## src/rtl/cpu_move_responder.sv

```systemverilog
// cpu_move_responder: picks a CPU tic-tac-toe move (win, block, preference) over valid/ready
module cpu_move_responder #(
  parameter logic [1:0] EMPTY_CODE  = 2'b00,
  parameter logic [1:0] PLAYER_CODE = 2'b01,
  parameter logic [1:0] CPU_CODE    = 2'b10
) (
  input  logic        clock,
  input  logic        reset,
  input  logic        req_valid,
  output logic        req_ready,
  input  logic [17:0] req_board,
  output logic        resp_valid,
  input  logic        resp_ready,
  output logic [1:0]  move_x,
  output logic [1:0]  move_y,
  output logic        resp_none
);
  typedef enum logic [2:0] {IDLE, SCAN_WIN, SCAN_BLOCK, SCAN_PREF, RESP} state_t;
  // Line k occupies bits [12k+11:12k] as three 4-bit cell indices; line 0 is the low slice.
  localparam logic [95:0] LINES = {
    4'd2, 4'd4, 4'd6,
    4'd0, 4'd4, 4'd8,
    4'd2, 4'd5, 4'd8,
    4'd1, 4'd4, 4'd7,
    4'd0, 4'd3, 4'd6,
    4'd6, 4'd7, 4'd8,
    4'd3, 4'd4, 4'd5,
    4'd0, 4'd1, 4'd2
  };
  // Preference entry p at bits [4p+3:4p]; the top nibble pads index 9, the give-up step.
  localparam logic [39:0] PREF = {4'd0, 4'd7, 4'd5, 4'd3, 4'd1, 4'd8, 4'd6, 4'd2, 4'd0, 4'd4};
  state_t      state;
  logic [3:0]  idx;
  logic [17:0] board;
  logic [11:0] cells;
  logic [3:0]  a, b, c, empty_cell, pref_cell, pick;
  logic [1:0]  ca, cb, cc, side, n_side, n_empty, pick_x, pick_y;
  logic        line_hit, pref_hit;
  // Evaluate the line or preference entry selected by the scan index.
  always_comb begin
    cells      = LINES[idx[2:0]*12 +: 12];
    a          = cells[11:8];
    b          = cells[7:4];
    c          = cells[3:0];
    ca         = board[a*2 +: 2];
    cb         = board[b*2 +: 2];
    cc         = board[c*2 +: 2];
    side       = state == SCAN_WIN ? CPU_CODE : PLAYER_CODE;
    n_side     = 2'(ca == side) + 2'(cb == side) + 2'(cc == side);
    n_empty    = 2'(ca == EMPTY_CODE) + 2'(cb == EMPTY_CODE) + 2'(cc == EMPTY_CODE);
    line_hit   = n_side == 2'd2 && n_empty == 2'd1;
    empty_cell = ca == EMPTY_CODE ? a : cb == EMPTY_CODE ? b : c;
    pref_cell  = PREF[idx*4 +: 4];
    pref_hit   = board[pref_cell*2 +: 2] == EMPTY_CODE;
    pick       = state == SCAN_PREF ? pref_cell : empty_cell;
    pick_x     = 2'(pick % 4'd3);
    pick_y     = 2'(pick / 4'd3);
  end
  // Scan sequencer with registered handshake and move outputs.
  always_ff @(posedge clock) begin
    if (!reset) begin
      state      <= IDLE;
      idx        <= '0;
      board      <= '0;
      req_ready  <= 1'b1;
      resp_valid <= 1'b0;
      move_x     <= '0;
      move_y     <= '0;
      resp_none  <= 1'b0;
    end else begin
      case (state)
        IDLE: if (req_valid) begin
          board     <= req_board;
          idx       <= '0;
          req_ready <= 1'b0;
          state     <= SCAN_WIN;
        end
        SCAN_WIN, SCAN_BLOCK: if (line_hit) begin
          move_x     <= pick_x;
          move_y     <= pick_y;
          resp_none  <= 1'b0;
          resp_valid <= 1'b1;
          state      <= RESP;
        end else if (idx == 4'd7) begin
          idx   <= '0;
          state <= state == SCAN_WIN ? SCAN_BLOCK : SCAN_PREF;
        end else idx <= idx + 4'd1;
        SCAN_PREF: if (idx == 4'd9) begin
          move_x     <= '0;
          move_y     <= '0;
          resp_none  <= 1'b1;
          resp_valid <= 1'b1;
          state      <= RESP;
        end else if (pref_hit) begin
          move_x     <= pick_x;
          move_y     <= pick_y;
          resp_none  <= 1'b0;
          resp_valid <= 1'b1;
          state      <= RESP;
        end else idx <= idx + 4'd1;
        RESP: if (resp_ready) begin
          resp_valid <= 1'b0;
          req_ready  <= 1'b1;
          state      <= IDLE;
        end
        default: state <= IDLE;
      endcase
    end
  end
endmodule

```

## config.mk

```make
export PLATFORM = sky130hd
export DESIGN_NAME = cpu_move_responder
export DESIGN_NICKNAME = d
export VERILOG_FILES = /design/src/rtl/cpu_move_responder.sv
export SDC_FILE = /design/constraint.sdc
export NUM_CORES = 1
export LEC_CHECK = 0
export BUFFER_PORTS_ARGS = -buffer_cell sky130_fd_sc_hd__buf_2
export CORE_MARGIN = 8
export CORE_UTILIZATION = 60
export DETAILED_ROUTE_END_ITERATION = 7
export PLACE_DENSITY = 0.81
export RECOVER_POWER = 100
export SYNTH_ARGS = -nofsm -noshare
export SYNTH_HDL_FRONTEND = slang
export SYNTH_SLANG_ARGS = --single-unit
```

## constraint.sdc

```tcl
create_clock -name clock -period 6.2 [get_ports clock]
set_input_delay 1.24 -clock clock [delete_from_list [all_inputs] [get_ports clock]]
set_output_delay 1.24 -clock clock [all_outputs]
set_load 0.02 [all_outputs]
```

**After elaboration in Yosys (flattened, before gate mapping)**

Cells that the tools add are included.

- Logic and storage cells: 96
- Bits of input ports: 22
- Register bits: 32
- Output and inout bits: 7

- $mul: 1
- Divide/modulo/power cells: 2
- $add $sub $neg: 5
- Multiplexer cells: 38
- Reductions and logical operators: 17
- Equal/unequal tests: 19
- Shift operators: 6

Operators with widths:

| operator | number |
|---|---|
| indexed part select 96 x 8 -> 12 bit, first input constant | 1 |
| indexed part select 18 x 6 -> 2 bit | 4 |
| indexed part select 40 x 7 -> 4 bit, first input constant | 1 |
| 2-to-1 mux 4 bit | 8 |
| 2-to-1 mux 3 bit | 6 |
| 2-to-1 mux 2 bit | 7 |
| inequality test 2 bit, second input constant | 6 |
| one-hot mux 3 bit (4 select lines) | 1 |
| one-hot mux 4 bit (3 select lines) | 1 |
| 2-to-1 mux 1 bit | 10 |
| logical NOT 2 bit | 4 |
| one-hot mux 2 bit (2 select lines) | 2 |
| AND reduction 4 bit | 2 |
| equality test 2 bit | 3 |
| equality test 3 x 2 -> 1 bit, second input constant | 2 |
| AND reduction 3 bit | 2 |
| nonzero test 3 bit | 2 |
| multiplier 3 x 2 -> 5 bit, second input constant | 1 |
| AND reduction 5 bit | 1 |
| adder 1 x 1 -> 2 bit | 2 |
| adder 2 x 1 -> 2 bit | 2 |
| adder 4 x 1 -> 4 bit, second input constant | 1 |
| divider 4 x 2 -> 4 bit, second input constant | 1 |
| equality test 4 x 3 -> 1 bit, second input constant | 1 |
| 15 further kinds | 17 |

**Longest topological paths before layout**

Gate-level depths: netlist of run 1.

- Depth in word-level cells: 11
- Gate-level depth with buffers: 22
- Mapped depth without buffers: 19

**Least setup slack after synthesis of run 1**

Ideal clock, no wire load.

- Path type: register -> register
- From: register idx[0]
- To: register idx[2]
- Path slack: 1.738 ns
- Data required time: 6.135 ns
- Path buffers: 4
- Stages on the path, launching flop included: 22
- Period minus slack after synthesis: 4.462 ns
- Data arrival time: 4.397 ns
- Setup time: 0.065 ns
- Path through: dfxtp_1 clkbuf_1 inv_1 ha_1 buf_2 clkbuf_1 a2111oi_0 a21oi_1 o221ai_1 o21ai_0 nor2b_1 a21oi_1 fa_1 nor4bb_1 clkbuf_1 or2_2 o211ai_1 o21ai_0 o22ai_1 nor4b_1 a21oi_1 nor2_1

- Longest elaborated chain between the ends: 10
- Elaborated cells between the ends (all ways): 33
- Classes of those cells: 5 x add/sub; 1 x mul; 10 x eq/ne; 6 x shift; 5 x mux; 6 x reduce/logical

RTL lines:

| element | line | text |
|---|---|---|
| from (decl) | 33 | `logic [3:0] idx;` |
| from (signal assigned) | 87 | `end else idx <= idx + 4'd1;` |
| from (signal assigned) | 100 | `end else idx <= idx + 4'd1;` |
| multiplier 3 x 2 -> 5 bit | 41 | `cells = LINES[idx[2:0]*12 +: 12];` |
| indexed part select 96 x 8 -> 12 bit | 41 |  |
| indexed part select 18 x 6 -> 2 bit (on tied branches) | 45, 46 |  |
| equality test 2 bit or logical NOT 2 bit (tied branches) | 49, 50 |  |
| adder 1 x 1 -> 2 bit (on tied branches) | 49, 50 |  |
| adder 2 x 1 -> 2 bit (on tied branches) | 49, 50 |  |
| equality test 2 bit or equality test 2 x 1 -> 1 bit (tied branches) | 51 | `line_hit = n_side == 2'd2 && n_empty == 2'd1;` |
| logical AND 1 bit | 51 |  |
| inequality test 2 bit (no source line) | - |  |
| AND reduction 5 bit (no source line) | - |  |

Parallel ways exist; a longest one is shown, timed or not. The select of a mux whose other input is x is not followed.
A chain may end at the register's enable or synchronous reset.

**Final worst setup path of run 1**

Same ends and word-level chain as after synthesis.

==> results of run 1 <==
==> cell type report <==
type / count / area share, %
multi-input cells: 299 / 65.94
flip-flops and latches: 32 / 21.59
well taps: 52 / 2.192
clock inverters: 2 / 1.180
clock buffers: 6 / 2.445
repair buffers: 30 / 4.764
inverters: 15 / 1.897
==> how the worst max path moves through the flow <==
| stage | slack, ps | startpoint | cells after the start | end |
|---|---|---|---|---|
| finish | 770 | idx[0] | 16 | idx[2] |
| global route | 360 | idx[0] | 18 | state[1] |
| CTS | 920 | idx[0] | 16 | idx[2] |
| detailed placement | 930 | idx[0] | 16 | idx[2] |
| global placement | 1090 | idx[0] | 16 | idx[2] |
| floorplan | 1740 | idx[0] | 21 | idx[2] |
==> synth_stat cells (9+ instances only) <==
library cell	count
nand2_1	63
a21oi_1	42
dfxtp_1	32
nor2_1	26
clkbuf_1	15
inv_1	14
o21ai_0	13
mux2i_1	10
nor2b_1	10
ha_1	9
nor3_1	9
==> critical path, stage by stage, from the launching register on <==
cell      delay, ps
dfxtp_1         650
inv_1           190
ha_1            820
mux4_2          580
mux2i_1         370
o21a_1          230
nor2b_1         320
fa_1            460
nor4bb_1        150
clkbuf_1        190
or2_2           360
o211ai_1        100
o21ai_0         110
o22ai_1         370
o21ai_0         160
a21oi_1         170
nor2_1           50
==> kinds of logic (layout without fill, tap and decap cells) <==
kind of cell / after synthesis / after routing / synth area share (%)
AO/OA/AOI/OAI: 113 / 113 / 28.60
XOR/XNOR: 3 / 3 / 0.9491
adder cells (fa/ha/maj): 11 / 11 / 5.513
buffers and inverters: 37 / 53 / 5.512
flip-flops: 32 / 32 / 23.14
multiplexers: 21 / 21 / 9.850
AND/OR/NAND/NOR: 151 / 151 / 26.43
==> sequential cells by signal, indices dropped and copies added (netlist names) <==
| signal | cells |
|---|---|
| board | 18 |
| idx | 4 |
| state | 3 |
| move_x | 2 |
| move_y | 2 |
| req_ready | 1 |
| resp_none | 1 |
| resp_valid | 1 |
==> per-stage QoR <==
step / hold WS (ps) / area, um2 / util [%] / instances / power (uW)
5_1_grt: 492.1 / 2968 / 67.23 / 436 / 1578
6_report: 458.1 / 2968 / 67.23 / 436 / 1452
3_5_place_dp: 447.5 / 2893 / 65.53 / 428 / 1262
4_1_cts: 456.7 / 3000 / 67.97 / 436 / 1462
2_1_floorplan: 449.1 / 2769 / - / 368 / 1059
3_3_place_gp: 438.9 / 2893 / 65.53 / 428 / 1228
==> per-layer routing <==
| metal | vias to the layer above | part of all wire (%) | global-route usage, % |
|---|---|---|---|
| li1 | 1370 | - | - |
| met1 | 1340 | 45 | 27.77 |
| met2 | 117 | 46 | 33.96 |
| met3 | 18 | 7.1 | 3.320 |
| met4 | 0 | 1.7 | 5.651 |
| met5 | - | 0 | 0 |
==> power by group through the flow <==
stage / Combinational, uW / Sequential [uW] / Clock, uW
4_1_cts: 950 / 311 / 201
3_3_place_gp: 914 / 314 / 0
6_report: 937 / 315 / 199
3_5_place_dp: 946 / 316 / 0
5_1_grt: 1050 / 321 / 209
2_1_floorplan: 776 / 282 / 0
==> summary.txt, run 1 <==
Outcome - completed
Die ar. - 0.007044 mm2
Drt pass-1 iters - 5
Clock Sinks - 32
Hold Fails Final Rpt - 0
Cts hold-fix bufs - 0
Critical path type - reg2reg
DRC violation count after routing - 0
EDFF count, synth - 0
Area leader, netlist - dfxtp_1
Sequential share of power - 21.7%
Vias per std cell - 6.525
Final setup vio count - 0
Clk buf depth - 2
CP Max Fanout - 23
Nets - 416
Setup slack after layout - 771.2 ps
Final ANT Viol Nets - 0
Post-DP HPWL - 5636 um
Logic pwr share - 64.6%
IO buf count - 28
Sw frac - 48.04%
Area taken by multi-input logic gates - 0.001957 mm2
Cell Rows - 24
Top cells by area, synth - dfxtp_1, nand2_1, a21oi_1
Worst-Skew Late Latency - 280 ps
Hold/Removal Path Class - reg2reg
Reg area - 640.6 um2
CP Data Required Time - 6340 ps
Synth-to-layout area growth - 7.185%
Peak Freq - 184.2 MHz
Crit share post-route - 87.56%
Setup_tns - 0 ps
Largest net degree at the start of global routing - 30
Flop2flop setup slack - 770 ps
Antenna violations before repair - 0
Num CTS Buffers - 5
Critical Path Source Type - register
All-Layer GR Usage - 20.95%
Max cap viols - 0
First DRT Iteration DRCs - 333
Yosys reg bits - 32
Die Height - 83.93 um
Layout cell share with drive strength beyond 1 - 13.28%
Syn Area/Cell - 7.524 um2
Cell internal pwr - 754.3 uW
Die X - 83.93 um
Initial Utilization - 62.73%
Synth warn - 0
Top Ports - 29
Core region area - 0.004414 mm2
Cells after synthesis - 368
Worst reg2reg endpoint - idx[2]
Vias in the first global route - 2577
Pre-CTS setup slack - 930.4 ps
Unrepaired setup endpoints after global routing - no
Post-synth top flop - dfxtp_1
Clk pin slew, worst setup/hold paths - 70 ps
Commonest cells after routing, fill and taps aside - nand2_1, a21oi_1, dfxtp_1
CP arrival - 5570 ps
Leakage - 0.001090 uW
Max_slew headroom - 26.08%
Worst r2r path cells - 16
Routed vias - 2845
CTS tree - built
PD cells - 489.1 mW/mm2
Minimum clock period - 5429 ps
Endpoint, Worst Hold - move_y[1]
Clk pwr share - 13.7%
# resized after CTS - 0
Worst vdd ir - 0.3078 mV
Avg WL per Cell - 17.37 um
Ys async rst share - 0%
Worst Skew - 6.143 ps
Post CTS Setup Buffer Count - 0
Mapped Nets - 401
Hold Crit Depth - 2
Yosys cell types - 69
GR Overflow Total - 0
Worst setup EP type - register
Critical hold path startpoint - move_y[1]
Root Driver - clkbuf_8
Cell Area, Synth - 0.002769 mm2
Slew Limit Fails - 0
Commonest non-fill, non-tap cell in the layout - nand2_1
Worst-Margin Slew - 1105 ps
Worst R2R Start - idx[0]
DRT Wirelength - 7575 um
Gpl congestion - 0.9204
Net Switching - 697.2 uW
Share of Yosys cell area claimed by the top area cell type - 23.14%
CTS H-tree depth - 2
Ant diodes - 0
Register area share after synthesis - 23.14%
FILL cells - 392
First-pass GRT wire length - 12600 um
Power figures use the tool's default switching activity.
==> inputs of run 2 (changes only) <==
--- a/config.mk
+++ b/config.mk
@@ -5,9 +5,10 @@
 export SDC_FILE = /design/constraint.sdc
 export NUM_CORES = 1
 export LEC_CHECK = 0
+export ABC_AREA = 1
 export BUFFER_PORTS_ARGS = -buffer_cell sky130_fd_sc_hd__buf_2
 export CORE_MARGIN = 8
-export CORE_UTILIZATION = 60
+export CORE_UTILIZATION = 59
 export DETAILED_ROUTE_END_ITERATION = 7
 export PLACE_DENSITY = 0.81
 export RECOVER_POWER = 100
==> summary.txt, run 2 <==
Outcome - completed (unchanged)
Routed vias - 2809 (was 2845)
Root Driver - clkbuf_8 (unchanged)
Top reg by flops - board (unchanged)
Top Usage Layer GRT - met2 (unchanged)
Unrepaired setup endpoints after global routing - no (unchanged)
Crit path max-delay cell type - fa_1 (was ha_1)
Setup_tns - 0 ps (unchanged)
Area taken by multi-input logic gates - 0.001585 mm2 (was 0.001957 mm2)
Initial Utilization - 61.49% (was 62.73%)
Critical Path Source Type - register (unchanged)
Cell Rows - 23 (was 24)
Cts hold-fix bufs - 0 (unchanged)
Share of Yosys cell area claimed by the top area cell type - 25.86% (was 23.14%)
Largest regs - board: 18 flops, idx: 4 flops, state: 3 flops (unchanged)
Avg WL per Cell - 14.55 um (was 17.37 um)
Commonest non-fill, non-tap cell in the layout - nand2_1 (unchanged)
Final ANT Viol Nets - 0 (unchanged)
Synth warn - 0 (unchanged)
GR Overflow Total - 0 (unchanged)
Crit share post-route - 71.56% (was 87.56%)
Worst R2R Start - idx[0] (unchanged)
Ys async rst share - 0% (unchanged)
Critical hold path startpoint - move_y[1] (unchanged)
Worst setup EP type - register (unchanged)
Crit-path most repeated cell - nand2_1 (was o21ai_0)
Non-filler cells in the finished layout - 478 (was 436)
# resized after CTS - 0 (unchanged)
Crit-path cells - inv_1 > ha_1 > inv_1 > nand2_1 > o21ai_0 > nor2_1 > nand3_1 > o21ai_0 > o22ai_1 > fa_1 > nand2_1 > nor3_1 > nand2_1 > nand2_1 > nand2_1 > nor2_1 > nand3_1 > a21oi_1 (was inv_1 > ha_1 > mux4_2 > mux2i_1 > o21a_1 > nor2b_1 > fa_1 > nor4bb_1 > clkbuf_1 > or2_2 > o211ai_1 > o21ai_0 > o22ai_1 > o21ai_0 > a21oi_1 > nor2_1)
Slew Limit Fails - 0 (unchanged)
Antenna violations before repair - 0 (unchanged)
Final setup vio count - 0 (unchanged)
Dpl cell area - 0.002650 mm2 (was 0.002893 mm2)
Syn Area/Cell - 6.225 um2 (was 7.524 um2)
GR Util met2 - 34.56% (was 33.96%)
Slowest Stage Delay on Critical Path - 510 ps (was 820 ps)
Number of flip-flops in the largest register - 18 (unchanged)
Gpl congestion - 0.9858 (was 0.9204)
Placed cell count - 470 (was 428)
CP Data Required Time - 6420 ps (was 6340 ps)
Commonest cells after routing, fill and taps aside - nand2_1, nand3_1, inv_1 (was nand2_1, a21oi_1, dfxtp_1)
Clock Sinks - 32 (unchanged)
Cells after synthesis - 398 (was 368)
Post-synth top flop - dfxtp_1 (unchanged)
Post-DP HPWL - 5298 um (was 5636 um)
Minimum clock period - 4437 ps (was 5429 ps)
All-Layer GR Usage - 22.57% (was 20.95%)
CTS tree - built (unchanged)
EDFF count, synth - 0 (unchanged)
Area leader, netlist - dfxtp_1 (unchanged)
Yosys cell types - 33 (was 69)
Hold Fails Final Rpt - 0 (unchanged)
First-pass GRT wire length - 11990 um (was 12600 um)
Hold/Removal Path Class - reg2reg (unchanged)
CP Max Fanout - 8 (was 23)
GR Util met1 - 29.79% (was 27.77%)
First DRT Iteration DRCs - 340 (was 333)
Most frequent cells after synthesis - nand2_1, nand3_1, inv_1 (was nand2_1, a21oi_1, dfxtp_1)
DRT Wirelength - 6957 um (was 7575 um)
Vias per std cell - 5.877 (was 6.525)
Top cells by area, synth - dfxtp_1, nand3_1, nand2_1 (was dfxtp_1, nand2_1, a21oi_1)
Max cap viols - 0 (unchanged)
Cell Area, Synth - 0.002477 mm2 (was 0.002769 mm2)
Critical path's top delay family - simple AND/OR/NAND/NOR gates (was adder cells)
Vias in the first global route - 2644 (was 2577)
Core region area - 0.004029 mm2 (was 0.004414 mm2)
Most common cell in the netlist - nand2_1 (unchanged)
FILL cells - 392 (unchanged)
Peak Freq - 225.4 MHz (was 184.2 MHz)
Post CTS Setup Buffer Count - 0 (unchanged)
CTS H-tree depth - 2 (unchanged)
Mapped Nets - 431 (was 401)
Layout cell share with drive strength beyond 1 - 12.15% (was 13.28%)
Num CTS Buffers - 5 (unchanged)
IO buf count - 28 (unchanged)
Max_slew headroom - 38.64% (was 26.08%)
DRC violation count after routing - 0 (unchanged)
Nets - 460 (was 416)
Top Ports - 29 (unchanged)
Drt pass-1 iters - 7 (was 5)
CP arrival - 4650 ps (was 5570 ps)
Worst Skew - 6.455 ps (was 6.143 ps)
Reg area - 640.6 um2 (unchanged)
Register area share after synthesis - 25.86% (was 23.14%)
Die Height - 80.80 um (was 83.93 um)
Worst-Margin Slew - 918.1 ps (was 1105 ps)
Largest net degree at the start of global routing - 38 (was 30)
Synth-to-layout area growth - 10.25% (was 7.185%)
Clk buf depth - 2 (unchanged)
Met3 Resource Use GR - 6.181% (was 3.320%)
Worst-Skew Late Latency - 290 ps (was 280 ps)
Die ar. - 0.006529 mm2 (was 0.007044 mm2)
Clk pin slew, worst setup/hold paths - 70 ps (about the same)
Worst setup path startpoint - idx[0] (unchanged)
Die X - 80.80 um (was 83.93 um)
Ant diodes - 0 (unchanged)
Yosys reg bits - 32 (unchanged)
Critical path type - reg2reg (unchanged)
CP Buf/Inv Count - 2 (unchanged)
Design area - 0.002731 mm2 (was 0.002968 mm2)
==> run 2: tightest hold or removal path: stages (launching register included) <==
cell and delay (ps):
dfxtp_1 310, nand2_1 60, a21oi_1 60
==> run 2: final cells by class <==
class                      instances  share of cell area [%]
clock buffer                       8                   3.298
inverter                          57                   7.833
multi-input combinational        302                   58.04
sequential                        32                   23.45
tap                               50                   2.290
timing repair buffer              29                   5.085
==> run 2: kinds of logic after synthesis <==
| group | synth area share (%) |
|---|---|
| buf+inv | 10.15 |
| flops | 25.86 |
| compound gates | 18.13 |
| xor+xnor | 0.3536 |
| fa+ha+maj | 6.162 |
| simple gates | 39.34 |
==> run 2: stage by stage <==
| stage | utilization, % | hold slack (ps) | setup slack (ps) |
|---|---|---|---|
| floorplan | - | 435.5 | 2728 |
| global placement | 65.78 | 446.6 | 2180 |
| detailed placement | 65.78 | 451.8 | 1959 |
| CTS | 68.01 | 463.7 | 1920 |
| global route | 67.80 | 484.8 | 1449 |
| finish | 67.80 | 466.9 | 1763 |
==> run 2: worst paths after layout <==
check / to / slack, ps / depth (start not counted)
worst max register to register: move_x[0] / 1760 / 18
worst max-delay path: move_x[0] / 1760 / 18
worst min register to register: move_y[1] / 470 / 2
worst min-delay path: move_y[1] / 470 / 2
==> run 2: metal layers <==
layer / part of all wire, % / wire [um]
met3: 10 / 725
met1: 45 / 3104
met4: 1.7 / 119
met5: 0 / 0
met2: 43 / 3007
Power of run 2 is left out: the tool's default activity adds up to more than one toggle a clock period on the data nets, which glitch-free logic cannot reach.
==> inputs of run 3 (changes only) <==
==> constraint.sdc (replaced) <==
create_clock -name clock -period 4.1 [get_ports clock]
set_input_delay 0.82 -clock clock [delete_from_list [all_inputs] [get_ports clock]]
set_output_delay 0.82 -clock clock [all_outputs]
set_load 0.02 [all_outputs]
==> summary.txt, run 3 (synthesized netlist as in run 2, its figures left out) <==
DRT Wirelength - 6652 um (was 6957 um)
Unrepaired setup endpoints after global routing - no (unchanged)
Setup_tns - 0 ps (unchanged)
Met3 Resource Use GR - 3.974% (was 6.181%)
Nets - 462 (was 460)
Worst r2r path cells - 24 (was 18)
Core region area - 0.004029 mm2 (unchanged)
Worst-Margin Slew - 895.0 ps (was 918.1 ps)
Hold/Removal Path Class - reg2reg (unchanged)
Reg area - 641.9 um2 (was 640.6 um2)
Peak Freq - 270.4 MHz (was 225.4 MHz)
Routed vias - 2783 (was 2809)
GR Util met2 - 31.03% (was 34.56%)
DRC violation count after routing - 0 (unchanged)
Crit share post-route - 90.19% (was 71.56%)
Hold Crit Depth - 2 (unchanged)
Post-DP HPWL - 5260 um (was 5298 um)
Synth-to-layout area growth - 12.02% (was 10.25%)
IO buf count - 28 (unchanged)
Top Ports - 29 (unchanged)
Clk pin slew, worst setup/hold paths - 60 ps (was 70 ps)
Final setup vio count - 0 (unchanged)
Largest regs - board: 18 flops, idx: 4 flops, state: 3 flops (unchanged)
Vias per std cell - 5.810 (was 5.877)
Slew Limit Fails - 0 (unchanged)
Num CTS Buffers - 5 (unchanged)
Drt pass-1 iters - 6 (was 7)
Worst Skew - 5.222 ps (was 6.455 ps)
Vias in the first global route - 2463 (was 2644)
Clock Sinks - 32 (unchanged)
First DRT Iteration DRCs - 401 (was 340)
GR Overflow Total - 0 (unchanged)
GR Util met1 - 29.94% (was 29.79%)
First-pass GRT wire length - 11180 um (was 11990 um)
Ant diodes - 0 (unchanged)
Die X - 80.80 um (unchanged)
Design area - 0.002775 mm2 (was 0.002731 mm2)
Worst-Skew Late Latency - 290 ps (about the same)
CP Data Required Time - 4320 ps (was 6420 ps)
Die Height - 80.80 um (unchanged)
CTS H-tree depth - 2 (unchanged)
Die ar. - 0.006529 mm2 (unchanged)
CP arrival - 3920 ps (was 4650 ps)
Number of flip-flops in the largest register - 18 (unchanged)
Cell Rows - 23 (unchanged)
Cts hold-fix bufs - 0 (unchanged)
Commonest cells after routing, fill and taps aside - nand2_1, nand3_1, inv_1 (unchanged)
Fin Hold WS - 466.2 ps (was 466.9 ps)
Minimum clock period - 3698 ps (was 4437 ps)
Outcome - completed (unchanged)
Commonest non-fill, non-tap cell in the layout - nand2_1 (unchanged)
Final ANT Viol Nets - 0 (unchanged)
Hold Fails Final Rpt - 0 (unchanged)
Core Util, Final - 68.88% (was 67.80%)
Critical Path Source Type - register (unchanged)
Max cap viols - 0 (unchanged)
Critical path type - reg2reg (unchanged)
Area taken by multi-input logic gates - 0.001603 mm2 (was 0.001585 mm2)
Avg WL per Cell - 13.89 um (was 14.55 um)
CTS tree - built (unchanged)
Root Driver - clkbuf_8 (unchanged)
Largest net degree at the start of global routing - 38 (unchanged)
Top reg by flops - board (unchanged)
Antenna violations before repair - 0 (unchanged)
Clk buf depth - 2 (unchanged)
Top Usage Layer GRT - met2 (unchanged)
CP Max Fanout - 7 (was 8)
Dpl cell area - 0.002658 mm2 (was 0.002650 mm2)
All-Layer GR Usage - 21.34% (was 22.57%)
Gpl congestion - 1.003 (was 0.9858)
FILL cells - 379 (was 392)
Max_slew headroom - 40.19% (was 38.64%)
Layout cell share with drive strength beyond 1 - 14.69% (was 12.15%)
Worst setup EP type - register (unchanged)
Initial Utilization - 61.49% (unchanged)
==> run 3: changes by cell type in the layout (fill, tap and decap cells not counted), moves of 2 or more <==
cell | before | now
nor2_1 | 20 | 18
o21ai_2 | 3 | 5
buf_4 | 1 | 3
clkbuf_1 | 9 | 7
o21ai_0 | 28 | 25
nor2_2 | 2 | 4
==> run 3: per-stage QoR <==
step	setup WS, ps	instances
2_1_floorplan	627.9	398
3_3_place_gp	256.2	471
3_5_place_dp	42.13	471
4_1_cts	32.81	478
5_1_grt	42.94	479
6_report	402.1	479
==> run 3: path summary, 6_finish.rpt <==
kind | slack [ps] | from | endpoint
min | 470 | move_y[0] | move_y[0]
min reg2reg | 470 | move_y[0] | move_y[0]
max reg2reg | 400 | idx[0] | move_x[1]
max | 400 | idx[0] | move_x[1]
==> run 3: repair_timing <==
action | in CTS | in global routing
setup endpoints to repair | 0 | 13
buffers inserted | 0 | 1
resized for setup | 0 | 12
==> run 3: layout make-up <==
class | instances | share of cell area [%]
Sequential cell | 32 | 23.13
Multi-Input combinational cell | 302 | 57.75
Timing Repair Buffer | 31 | 5.546
Inverter | 57 | 7.845
Tap cell | 50 | 2.254
Clock buffer | 7 | 3.472
==> run 3: per-layer routing <==
layer | vias up | part of all wire, %
li1 | 1390 | -
met1 | 1221 | 44
met2 | 149 | 44
met3 | 23 | 9.0
met4 | 0 | 3.0
met5 | - | 0
==> run 3: worst max-delay path, stage by stage (launching register included) <==
cell,delay [ps]
dfxtp_2,440
clkinvlp_4,140
ha_2,330
inv_1,190
nand2_2,150
o21ai_2,140
nand3_1,120
nand3_1,90
nand2_1,110
nand2_2,150
nand3_1,110
a21oi_2,210
inv_1,90
ha_1,200
inv_1,50
ha_1,210
nand3_1,90
nand2_1,90
inv_1,40
ha_1,170
inv_1,90
nand3_1,150
nand2_1,90
nand3_1,80
a21oi_1,120
Power of run 3 is left out for the same reason.
